--- src/rtl/serial_addsub_pkg.sv ---
// Shared types and constants for the bit-serial adder/subtractor.
// Optional signed-overflow output is enabled by defining SERIAL_ADDSUB_OVF_EN.
package serial_addsub_pkg;

    typedef enum logic [1:0] {
        IDLE = 2'd0,
        RUN  = 2'd1,
        DONE = 2'd2
    } state_t;

    localparam logic OP_ADD = 1'b1;
    localparam logic OP_SUB = 1'b0;

endpackage : serial_addsub_pkg

--- src/rtl/serial_fas_cell.sv ---
// Combinational 1-bit full adder / full borrow-subtractor cell.
module serial_fas_cell
    import serial_addsub_pkg::*;
(
    input  logic a,
    input  logic b,
    input  logic cin,
    input  logic a_ns,
    output logic s,
    output logic cout
);

    logic axb;

    assign axb  = a ^ b;
    assign s    = axb ^ cin;
    // In subtract mode cin/cout carry the borrow rather than the carry.
    assign cout = (a_ns == OP_ADD) ? ((a & b) | (cin & axb))
                                   : ((~a & b) | (~axb & cin));

endmodule : serial_fas_cell

--- src/rtl/serial_addsub.sv ---
// Bit-serial LSB-first N-bit adder/subtractor with a start/busy/done handshake.
// Defining SERIAL_ADDSUB_OVF_EN adds the ovf (signed overflow) output.
module serial_addsub
    import serial_addsub_pkg::*;
#(
    parameter int unsigned N = 8
) (
    input  logic         clk,
    input  logic         rst,
    input  logic         start,
    input  logic [N-1:0] a,
    input  logic [N-1:0] b,
    input  logic         a_ns,
    output logic         busy,
    output logic         done,
    output logic [N-1:0] result,
    output logic         cout
`ifdef SERIAL_ADDSUB_OVF_EN
    ,
    output logic         ovf
`endif
);

    localparam int unsigned CW = $clog2(N);
    localparam logic [CW-1:0] LAST_BIT = CW'(N - 1);

    state_t         state_q;
    state_t         state_d;
    logic           load;
    logic           shift;
    logic [N-1:0]   a_sh;
    logic [N-1:0]   b_sh;
    logic           op_q;
    logic           carry_q;
    logic [CW-1:0]  cnt_q;
    logic           bit_s;
    logic           bit_c;
    logic           last_bit;

    assign last_bit = (cnt_q == LAST_BIT);

    serial_fas_cell u_cell (
        .a    (a_sh[0]),
        .b    (b_sh[0]),
        .cin  (carry_q),
        .a_ns (op_q),
        .s    (bit_s),
        .cout (bit_c)
    );

    // Next-state and datapath control.
    always_comb begin
        state_d = state_q;
        load    = 1'b0;
        shift   = 1'b0;
        case (state_q)
            IDLE: begin
                if (start) begin
                    load    = 1'b1;
                    state_d = RUN;
                end
            end
            RUN: begin
                shift = 1'b1;
                if (last_bit) begin
                    state_d = DONE;
                end
            end
            DONE: begin
                if (start) begin
                    load    = 1'b1;
                    state_d = RUN;
                end else begin
                    state_d = IDLE;
                end
            end
            default: state_d = IDLE;
        endcase
    end

    // State register, handshake outputs and serial datapath.
    always_ff @(posedge clk) begin
        if (rst) begin
            state_q <= IDLE;
            busy    <= 1'b0;
            done    <= 1'b0;
            result  <= '0;
            cout    <= 1'b0;
            a_sh    <= '0;
            b_sh    <= '0;
            op_q    <= OP_SUB;
            carry_q <= 1'b0;
            cnt_q   <= '0;
`ifdef SERIAL_ADDSUB_OVF_EN
            ovf     <= 1'b0;
`endif
        end else begin
            state_q <= state_d;
            busy    <= (state_q == RUN);
            done    <= (state_q == DONE);
            if (load) begin
                a_sh    <= a;
                b_sh    <= b;
                op_q    <= a_ns;
                carry_q <= 1'b0;
                cnt_q   <= '0;
            end
            if (shift) begin
                a_sh    <= a_sh >> 1;
                b_sh    <= b_sh >> 1;
                result  <= {bit_s, result[N-1:1]};
                carry_q <= bit_c;
                if (last_bit) begin
                    cout <= bit_c;
`ifdef SERIAL_ADDSUB_OVF_EN
                    // Carry (or borrow) into the MSB differing from the one out of it.
                    ovf  <= carry_q ^ bit_c;
`endif
                end else begin
                    cnt_q <= cnt_q + CW'(1);
                end
            end
        end
    end

endmodule : serial_addsub

--- config.mk ---
export PLATFORM = sky130hd
export DESIGN_NAME = serial_addsub
export DESIGN_NICKNAME = d
export VERILOG_FILES = /design/src/rtl/serial_addsub_pkg.sv /design/src/rtl/serial_fas_cell.sv /design/src/rtl/serial_addsub.sv
export SDC_FILE = /design/constraint.sdc
export NUM_CORES = 1
export LEC_CHECK = 0
export CAP_MARGIN = 20
export CELL_PAD_IN_SITES_DETAIL_PLACEMENT = 0
export CELL_PAD_IN_SITES_GLOBAL_PLACEMENT = 1
export CORE_MARGIN = 3
export CORE_UTILIZATION = 42
export CTS_BUF_LIST = sky130_fd_sc_hd__clkbuf_8
export CTS_CLUSTER_DIAMETER = 30
export CTS_CLUSTER_SIZE = 28
export DETAILED_ROUTE_END_ITERATION = 6
export GPL_TIMING_DRIVEN = 1
export PLACE_DENSITY_LB_ADDON = 0.1
export SYNTH_ARGS = -nofsm -noshare
export SYNTH_HDL_FRONTEND = slang
export SYNTH_SLANG_ARGS = --single-unit
--- constraint.sdc ---
create_clock -name clk -period 2.4 [get_ports clk]
set_input_delay 0.48 -clock clk [delete_from_list [all_inputs] [get_ports clk]]
set_output_delay 0.48 -clock clk [all_outputs]
set_load 0.01 [all_outputs]
=== After elaboration in Yosys (flattened, before gate mapping) ===
Index checks and enable logic that the tools add are counted.

* Add/sub/neg operators: 1
* Equality and inequality tests: 5
* Mux-type cells: 17
* Bitwise operators: 10
* Reductions and logical operators: 6

{| class="wikitable"
|+ Operators with widths
! operator !! count
|-
| $mux 7 || 4
|-
| $mux 3 || 3
|-
| $mux 1 || 7
|-
| $pmux 2 s3 || 1
|-
| $and 1x1->1 || 4
|-
| $mux 2 || 2
|-
| $ne 2x2->1 const B || 2
|-
| $reduce_and 2->1 || 2
|-
| $reduce_or 2->1 || 2
|-
| $add 3x1->3 const B || 1
|-
| $eq 3x3->1 const B || 1
|-
| $eq 2x1->1 const B || 1
|-
| $eq 2x2->1 const B || 1
|-
| $logic_not 2->1 || 1
|-
| $not 1->1 || 2
|-
| $or 1x1->1 || 2
|-
| $reduce_bool 2->1 || 1
|-
| $xor 1x1->1 || 2
|}

* Register bits: 34

=== Depth between registers and ports, before layout ===
* Depth after elaboration: 6
* Gate-level depth with buffers: 5
* Mapped depth without buffers: 5

=== Modules after synthesis ===
A second synthesis with hierarchy kept.

* Cell total of the unflattened synthesis: 151
* Area total of the unflattened synthesis: 1,425.1 sq um

{| class="wikitable"
|+ By module, submodules not included
! module !! times used !! cells an instance !! area each (sq um)
|-
| serial_addsub || 1 || 145 || 1,368.8
|-
| serial_fas_cell || 1 || 6 || 56.3
|}

=== Worst setup path before layout ===
No wires, ideal clock.

* Path kind: reg2reg
* Start: register b_sh[0]
* End: register cout
* Arrival: 1.448 ns
* Data required time: 2.340 ns
* Setup slack: 0.892 ns
* Stages on the path, launching flop included: 6
* Path buffers: 0
* Period minus slack after synthesis: 1.508 ns
* Path through: dfxtp_1 > inv_1 > fa_1 > or2_2 > a211oi_2 > a32o_1

* Cells in the longest elaborated chain, start to end: 5

{| class="wikitable"
|+ RTL lines
! item !! RTL line !! source
|-
| start: declaration || serial_addsub.sv:32 || <nowiki>logic [N-1:0] b_sh;</nowiki>
|-
| start signal: assignment || serial_addsub.sv:110 || <nowiki>b_sh <= b_sh >> 1;</nowiki>
|-
| $xor 1x1->1 || serial_fas_cell.sv:15 || <nowiki>assign axb = a ^ b;</nowiki>
|-
| $not 1->1 || serial_fas_cell.sv:19 || <nowiki>: ((~a & b) | (~axb & cin));</nowiki>
|-
| $and 1x1->1 || serial_fas_cell.sv:19 ||
|-
| $or 1x1->1 || serial_fas_cell.sv:19 ||
|-
| $mux 1 (*) || serial_fas_cell.sv:18 || <nowiki>assign cout = (a_ns == OP_ADD) ? ((a & b) | (cin & axb))</nowiki>
|-
| end signal: assignment || serial_addsub.sv:114 || <nowiki>cout <= bit_c;</nowiki>
|-
| end: declaration || serial_addsub.sv:17 || <nowiki>output logic cout</nowiki>
|}

Every way passes the cells marked *; elsewhere a longest branch is shown, timed or not.
A chain may end at the register's enable or synchronous reset.

=== Final worst setup path ===
* Start: register result[3]
* End: output result[3]

{| class="wikitable"
|+ RTL lines
! item !! RTL line !! source
|-
| start: declaration || serial_addsub.sv:16 || <nowiki>output logic [N-1:0] result,</nowiki>
|-
| start signal: assignment || serial_addsub.sv:111 || <nowiki>result <= {bit_s, result[N-1:1]};</nowiki>
|}

No word-level cell between the ends.

==> summary.txt <==
Detailed routing
  • Initial DRC Count: 60
  • First-pass DRT Iterations: 4
  • Detailed-route via count: 1105
  • Vias per cell: 4.955
  • Post-route antenna net violation count: 0
  • DRC violations left: 0
  • Final Routed Wirelength: 2687 um
  • Wire per inst: 12.05 um

STA
  • Min cycle time layout: 1.667 ns
  • Setup TNS: 0 ns
  • # setup viols final: 0
  • Slew headroom: 63.00%
  • Worst-Margin Slew: 0.5550 ns
  • Clock Skew: 0.006430 ns
  • Final max-slew violation count: 0
  • RSZ-0062 raised after global routing: false
  • Fin crit share: 69.46%
  • Fin worst setup slack: 0.7329 ns
  • Highest clock rate: 0.5998 GHz
  • Final hold violations: 0
  • Hold slack: 0.4648 ns

Clocking
  • Resized cells post-CTS: 0
  • Clock sink count: 34
  • Worst-path clk slew: 0.07 ns
  • Setup Buffers After CTS: 0
  • Num CTS Buffers: 5
  • Clk root buf: clkbuf_8
  • H-tree levels: 2
  • Skew-Pair Late Insertion Delay: 0.28 ns
  • CTS Buffer Depth: 2
  • TritonCTS clock tree: built
  • Hold buffers post-CTS: 0

Synth
  • Syn_nets: 172
  • Async S/R FF share, synth: 0%
  • Synth Instances: 148
  • Syn_area_per_cell: 9.519 um^2
  • Post-synthesis sequential area ratio: 48.31%
  • Most used flip-flop cell after synthesis: dfxtp_1
  • Post-synthesis register bit count: 34
  • Cell variety after synth: 26
  • Post-synth EDFFs: 0
  • Number of synthesis warnings: 0
  • Post-Syn Area: 1409 um^2

Worst setup path
  • CP Buf/Inv Count: 1
  • Worst path slowest cell: clkdlybuf4s50_1
  • Critical path's top delay family: buffers and inverters
  • Crit-path max FO: 3
  • Arr. time, crit path: 1.19 ns
  • Cell breakdown of the critical path: clkdlybuf4s50_1
  • CP Class: flip-flop to output pin
  • CP Launch Type: flip-flop
  • Req. time, crit path: 1.92 ns
  • Worst r2r src: b_sh[0]
  • Crit-path max cell delay: 0.55 ns
  • Critical path launch point: result[3]
  • CP Capture Type: output pin

Hold path
  • Hold path start: result[0]
  • Tightest Hold Check Type: flip-flop to flip-flop

Global route
  • Initial antenna violation count: 0
  • Vias in the first global route: 1113
  • Tot GR Track Use: 14.59%
  • Pin count of the biggest net entering global routing: 24
  • Wire length of the first global-routing pass: 4692 um
  • Overflow after GRT: 0

Floorplan
  • Die height: 63.92 um
  • Row Count: 20
  • Core Area: 3128 um^2
  • Die area: 4085 um^2
  • Width of the die: 63.92 um
  • I/O Pins: 31
  • Initial Util: 45.04%

Outcome
  • Outcome: complete, no violations

Layout
  • Area of the multi-input gates: 646.9 um^2
  • Diodes inserted: 0
  • Most frequent cells in the layout: 34 x dfxtp_1, 30 x clkdlybuf4s50_1, 26 x a21oi_1
  • Storage cell area: 680.7 um^2
  • Nets@finish: 202
  • Non-filler cells, final: 223
  • Share of cells above drive strength 1: 8.939%
  • Fill cells: 294
  • Commonest non-fill, non-tap cell in the layout: dfxtp_1
  • Area grow syn2layout: 29.75%

Place
  • Gpl congestion: 0.6656
  • Placed Cells: 215
  • HPWL Detailed: 1915 um
  • Dpl ws: 0.5871 ns
  • Port Buf Inserts: 30

Power and ir drop
  • Power Density: 655.8 nW/um^2
  • Final Power: 1.199 mW
  • Leak: 0.7386 nW
  • Worst IR drop on VDD: 0.3496 mV

Job
  • Max cap viols: 0
==> cells in the mapped netlist (2+ instances only) <==
cell type	instances	area share, %
nor3_2	2	1.4
nand2b_1	3	1.3
nor3b_1	2	1.1
ha_1	2	1.8
nor2_1	2	0.53
fa_1	2	2.8
o21ai_0	14	5.0
dfxtp_1	34	48
mux2i_1	17	12
buf_2	5	1.8
a21oi_1	26	9.2
nand2_1	20	5.3
nand3_1	3	1.1
clkbuf_1	3	0.80
inv_1	2	0.53
==> logic make-up (layout without fill, tap and decap cells) <==
family                   Yosys count  in the layout  share of synthesized area (%)
AO/OA/AOI/OAI                     43             43                          16.52
AND/OR/NAND/NOR                   36             36                          12.70
flip-flops                        34             34                          48.31
multiplexers                      17             17                          12.08
buffers and inverters             14             45                          5.772
adder cells (fa/ha/maj)            4              4                          4.618
==> per-stage QoR <==
step                      cell area (um^2)  util, %
after global routing                  1828    58.44
after floorplan                       1409        -
after global placement                1737    55.52
after detailed placement              1737    55.52
after CTS                             1828    58.44
final                                 1828    58.44
==> area by class of cell <==
type                    instances  share of cell area (%)
clock buffers                   6                   4.517
clock inverters                 2                  0.4791
inverters                       3                  0.6160
multi-input cells             100                   35.39
flip-flops and latches         34                   37.23
well taps                      44                   3.012
repair buffers                 34                   18.75
==> registers in the layout (all words and copies together) (netlist names), 2 cells and up <==
name,flops
cnt_q,3
state_q,2
result,8
b_sh,8
a_sh,8
==> worst min-delay path: stages, from the launching register on <==
cell and delay (ns):
dfxtp_1 0.31, nand2_1 0.05, a21oi_1 0.05
==> routing by layer <==
metal  vias up  track usage [%]  routed length [um]
met3         5            5.097                 162
met5         -                0                   0
li1        573                -                   -
met1       501            17.61                1215
met4         0            6.469                  33
met2        26            23.23                1275
==> power breakdown <==
part | total [mW] | switching [mW] | leakage (nW) | internal (mW)
registers | 0.618 | 0.0192 | 0.278 | 0.598
logic | 0.161 | 0.0769 | 0.408 | 0.0843
clock network | 0.420 | 0.193 | 0.0524 | 0.227
==> final timing paths <==
kind                     to  depth (start not counted)  slack, ns
setup / recovery  result[3]                          1       0.73
hold / removal    result[0]                          2       0.46
setup reg to reg       cout                          5       0.80
hold reg to reg   result[0]                          2       0.46
(Power assumes the default switching activity.)
==> patch 1 (same settings) <==
Add a define of `SERIAL_ADDSUB_OVF_EN`.
--- a/src/rtl/serial_addsub.sv
+++ b/src/rtl/serial_addsub.sv
@@ -1,4 +1,6 @@
 // Bit-serial LSB-first N-bit adder/subtractor with a start/busy/done handshake.
 // Defining SERIAL_ADDSUB_OVF_EN adds the ovf (signed overflow) output.
+`define SERIAL_ADDSUB_OVF_EN
+
 module serial_addsub
     import serial_addsub_pkg::*;
Function (old outputs only; new: ovf): kept (Yosys induction, for registers that start in step).
==> patch 1 against the unedited design <==
Die area rose by 5.1%; cell area up 2.9%; final cell count increased by 4.5%; sequential share of layout area about the same; setup slack got worse by 0.061 ns; sequential cell count grew 1; first-iteration DRC count down 6.7%; total power grew 0.72%; synthesized area grew 5.6%; count of clock-buffer cells in the layout down 1; utilization rose by 0.31 points; routed wire length increased by 9.8%.
==> patch 1: results (changes against the unedited design) <==
| Metric | Value |
|---|---|
| Met2 Usage GRT | `0.272 (+0.0395)` |
| Final period util | `0.720 (+0.0253)` |
| Vias after detailed routing | `1191 (+7.8%)` |
| Max-slew headroom | `0.618 (-0.0121)` |
| WP data arrival | `1.89 ns (+0.70 ns)` |
| Avg WL per Cell | `12.7 um (+5.1%)` |
| DP Worst Slack | `0.615 ns (+0.0276 ns)` |
| Final GP Congestion | `0.710 (+6.6%)` |
| Mux share of post-synthesis cell area | `0.114 (-0.00640)` |
| Compound-Gate Fraction of Synth Area | `0.139 (-0.0264)` |
| NumNets Final | `212 (+5.0%)` |
| # port buffers | `31 (+3.3%)` |
| Worst Path Max Fanout | `4 (+1)` |
| Overall Global Routing Usage | `0.154 (+0.00847)` |
| P_leak | `0.757 nW (+2.5%)` |
| Met1 Use GR | `0.166 (-0.0100)` |
| Status | `finished clean` |
| Peak VDD IR | `0.000388 V (+11%)` |
| 1st-iter DRT viols | `56 (-6.7%)` |
| R2r setup slk | `0.67 ns (-0.13 ns)` |
| GR Util met3 | `0.0615 (+0.0106)` |
| Final WL | `2950 um (+9.8%)` |
| Post-DP HPWL | `2060 um (+7.4%)` |
| Synth top area cells | `dfxtp_1 47%, mux2i_1 11%, a211oi_1 7.6%` |
| Largest net degree at the start of global routing | `36 (+50%)` |
| Adder-Cell Fraction of Synth Area | `0.0437 (-0.00245)` |
patch 1: cell types whose count changed after synthesis, moves of 3 or more:
cell and delta:
nand2_1 -3, clkbuf_1 +4, o21ai_0 -13, nor2_1 +15
nor3_1 +4, buf_2 -4, a21oi_1 -12, a211oi_1 +15
patch 1: area by class of cell:
cell class                 instances  area (sq um)
fill                             339          1320
clock buffer                       5          68.8
clock inverter                     3          12.5
sequential                        35           701
timing repair buffer              36           348
multi-input combinational        106           682
inverter                           4          15.0
tap                               44          55.1
patch 1: routing by layer:
layer	up-vias	wire length, um
li1	605	-
met1	554	1270
met2	25	1470
met3	7	162
met4	0	46
met5	-	0
patch 1: kinds of logic (layout without fill, tap and decap cells):
kind of cell | Yosys count | in the layout
buffers and inverters | 16 | 48
adder cells (fa/ha/maj) | 4 | 4
AND/OR/NAND/NOR | 53 | 53
multiplexers | 17 | 17
flip-flops | 35 | 35
AO/OA/AOI/OAI | 32 | 32
patch 1: worst paths after layout:
check / from / endpoint
setup / recovery: a_sh[0] / ovf
hold / removal: result[5] / result[4]
setup reg to reg: a_sh[0] / ovf
hold reg to reg: result[5] / result[4]
patch 1: power by group through the flow:
stage               sequential, W  clock (W)  combinational [W]
global placement         0.000649          0           0.000173
floorplan                0.000646          0           0.000126
CTS                      0.000637   0.000405           0.000181
finish                   0.000636   0.000393           0.000178
detailed placement       0.000650          0           0.000179
global route             0.000642   0.000436           0.000199
patch 1: critical path: stages, from the launching register on:
cell,delay (ns)
dfxtp_1,0.33
inv_1,0.08
fa_1,0.39
or2_2,0.33
a2111oi_0,0.38
nor3_1,0.09
patch 1: through the flow:
stage	total power, W	hold slack (ns)
finish	0.00121	0.470
floorplan	0.000773	0.452
CTS	0.00122	0.471
global placement	0.000821	0.444
detailed placement	0.000828	0.459
global route	0.00128	0.494
==> patch 2 (same flow settings) <==
Made on the original files. Add an input register stage for `start`, `a`, `b` and `a_ns`, with the module's reset; this delays them by one clock.
--- a/src/rtl/serial_addsub.sv
+++ b/src/rtl/serial_addsub.sv
@@ -24,4 +24,23 @@
     localparam int unsigned CW = $clog2(N);
     localparam logic [CW-1:0] LAST_BIT = CW'(N - 1);
+
+    logic start_q;
+    logic [N-1:0] a_q;
+    logic [N-1:0] b_q;
+    logic a_ns_q;
+
+    always_ff @(posedge clk) begin
+        if (rst) begin
+            start_q <= '0;
+            a_q     <= '0;
+            b_q     <= '0;
+            a_ns_q  <= '0;
+        end else begin
+            start_q <= start;
+            a_q     <= a;
+            b_q     <= b;
+            a_ns_q  <= a_ns;
+        end
+    end
 
     state_t         state_q;
@@ -56,5 +75,5 @@
         case (state_q)
             IDLE: begin
-                if (start) begin
+                if (start_q) begin
                     load    = 1'b1;
                     state_d = RUN;
@@ -68,5 +87,5 @@
             end
             DONE: begin
-                if (start) begin
+                if (start_q) begin
                     load    = 1'b1;
                     state_d = RUN;
@@ -100,7 +119,7 @@
             done    <= (state_q == DONE);
             if (load) begin
-                a_sh    <= a;
-                b_sh    <= b;
-                op_q    <= a_ns;
+                a_sh    <= a_q;
+                b_sh    <= b_q;
+                op_q    <= a_ns_q;
                 carry_q <= 1'b0;
                 cnt_q   <= '0;
Formal check against the unedited RTL: not equivalent (Yosys sat finds a counterexample within 4 cycles, from zero or initial values and one cycle with rst high).
==> patch 2 against the unedited design <==
Cell area up 25%; final cell count up 19%; first-iteration DRC count down 20%; global-route usage down 0.78 points; sequential cell count up 18; setup slack worse by 0.024 ns; routed wire length up 20%; synthesized area up 33%; critical path depth up 4; total power up 30%; synthesized cell count up 26%; largest power group unchanged; maximum frequency down 1.4%; clock power up 15%.
==> patch 2: results (changes against the unedited design) <==
| Metric | Value |
|---|---|
| Clk slew on worst S/H paths | `0.09 ns (+0.02 ns)` |
| Met1 Use GR | `0.166 (-0.0105)` |
| Status | `finished clean` |
| WP data arrival | `1.94 ns (+0.75 ns)` |
| Synth top area cells | `dfxtp_1 56%, mux2i_1 9.1%, a21oi_1 7.0%` |
| GR Util met3 | `0.0537 (+0.00275)` |
| Worst path max stage delay | `0.40 ns (-0.15 ns)` |
| Compound-Gate Fraction of Synth Area | `0.122 (-0.0434)` |
| Clock Skew | `0.00674 ns (+0.000308 ns)` |
| Max-slew headroom | `0.727 (+0.0967)` |
| Slowest cell on crit path | `fa_1` |
| Top cells by count, synth | `52 x dfxtp_1, 26 x a21oi_1, 20 x nand2_1` |
| Vias in the first global route | `1293 (+16%)` |
| Switch share | `0.222 (-0.0193)` |
| Unique masters post-synth | `25 (-3.8%)` |
| Metal2 WL | `1540 um (+21%)` |
| Final GP Congestion | `0.661 (-0.66%)` |
| First-pass GRT wire length | `5660 um (+21%)` |
| Delay-heaviest family, CP | `compound AO/OA/AOI/OAI gates` |
| Mux share of post-synthesis cell area | `0.0910 (-0.0298)` |
| Overall Global Routing Usage | `0.138 (-0.00783)` |
| Adder-Cell Fraction of Synth Area | `0.0348 (-0.0114)` |
| P_leak | `0.940 nW (+27%)` |
| DP Worst Slack | `0.578 ns (-0.00884 ns)` |
| Final WL | `3240 um (+20%)` |
| Clock share of power | `0.310 (-0.040)` |
| Clk_lat worst skew | `0.30 ns (+0.02 ns)` |
| Comb power frac | `0.094 (-0.040)` |
| NumNets Final | `239 (+18%)` |
| Post-DP HPWL | `2290 um (+19%)` |
==> patch 2: cell types whose count changed after synthesis <==
| cell | before | now |
|---|---|---|
| dfxtp_1 | 34 | 52 |
| nor2b_1 | 1 | 19 |
| clkbuf_1 | 3 | 5 |
| nor3_1 | 0 | 2 |
| nor3_2 | 2 | 0 |
| a211oi_1 | 0 | 1 |
| a211oi_2 | 1 | 0 |
| buf_1 | 0 | 1 |
| buf_2 | 5 | 4 |
| buf_6 | 1 | 2 |
| buf_8 | 1 | 0 |
| inv_1 | 2 | 3 |
| inv_2 | 1 | 0 |
==> patch 2: worst paths after layout <==
| check | start | end | slack (ns) | cells after the start |
|---|---|---|---|---|
| worst max-delay path | b_sh[0] | cout | 0.71 | 5 |
| worst min-delay path | result[0] | result[0] | 0.46 | 2 |
| worst max register to register | b_sh[0] | cout | 0.71 | 5 |
| worst min register to register | result[0] | result[0] | 0.46 | 2 |
==> patch 2: layout make-up <==
cell class / count / area (sq um) / share of cell area
Sequential cell: 52 / 1040 / 0.455
Multi-Input combinational cell: 118 / 744 / 0.325
Timing Repair Buffer: 35 / 338 / 0.148
Clock buffer: 6 / 82.6 / 0.0361
Tap cell: 50 / 62.6 / 0.0274
Inverter: 3 / 11.3 / 0.00492
Clock inverter: 2 / 7.51 / 0.00328
==> patch 2: per-stage QoR <==
stage	util	hold slack (ns)	area, sq um	cells
2_1_floorplan	-	0.437	1870	186
3_3_place_gp	0.530	0.442	2200	258
3_5_place_dp	0.530	0.455	2200	258
4_1_cts	0.552	0.467	2290	266
5_1_grt	0.552	0.479	2290	266
6_report	0.552	0.464	2290	266
==> patch 2: kinds of logic after synthesis <==
kind of cell	Yosys count
mux	17
flops	52
fa+ha+maj	4
simple gates	54
buf+inv	16
compound gates	43
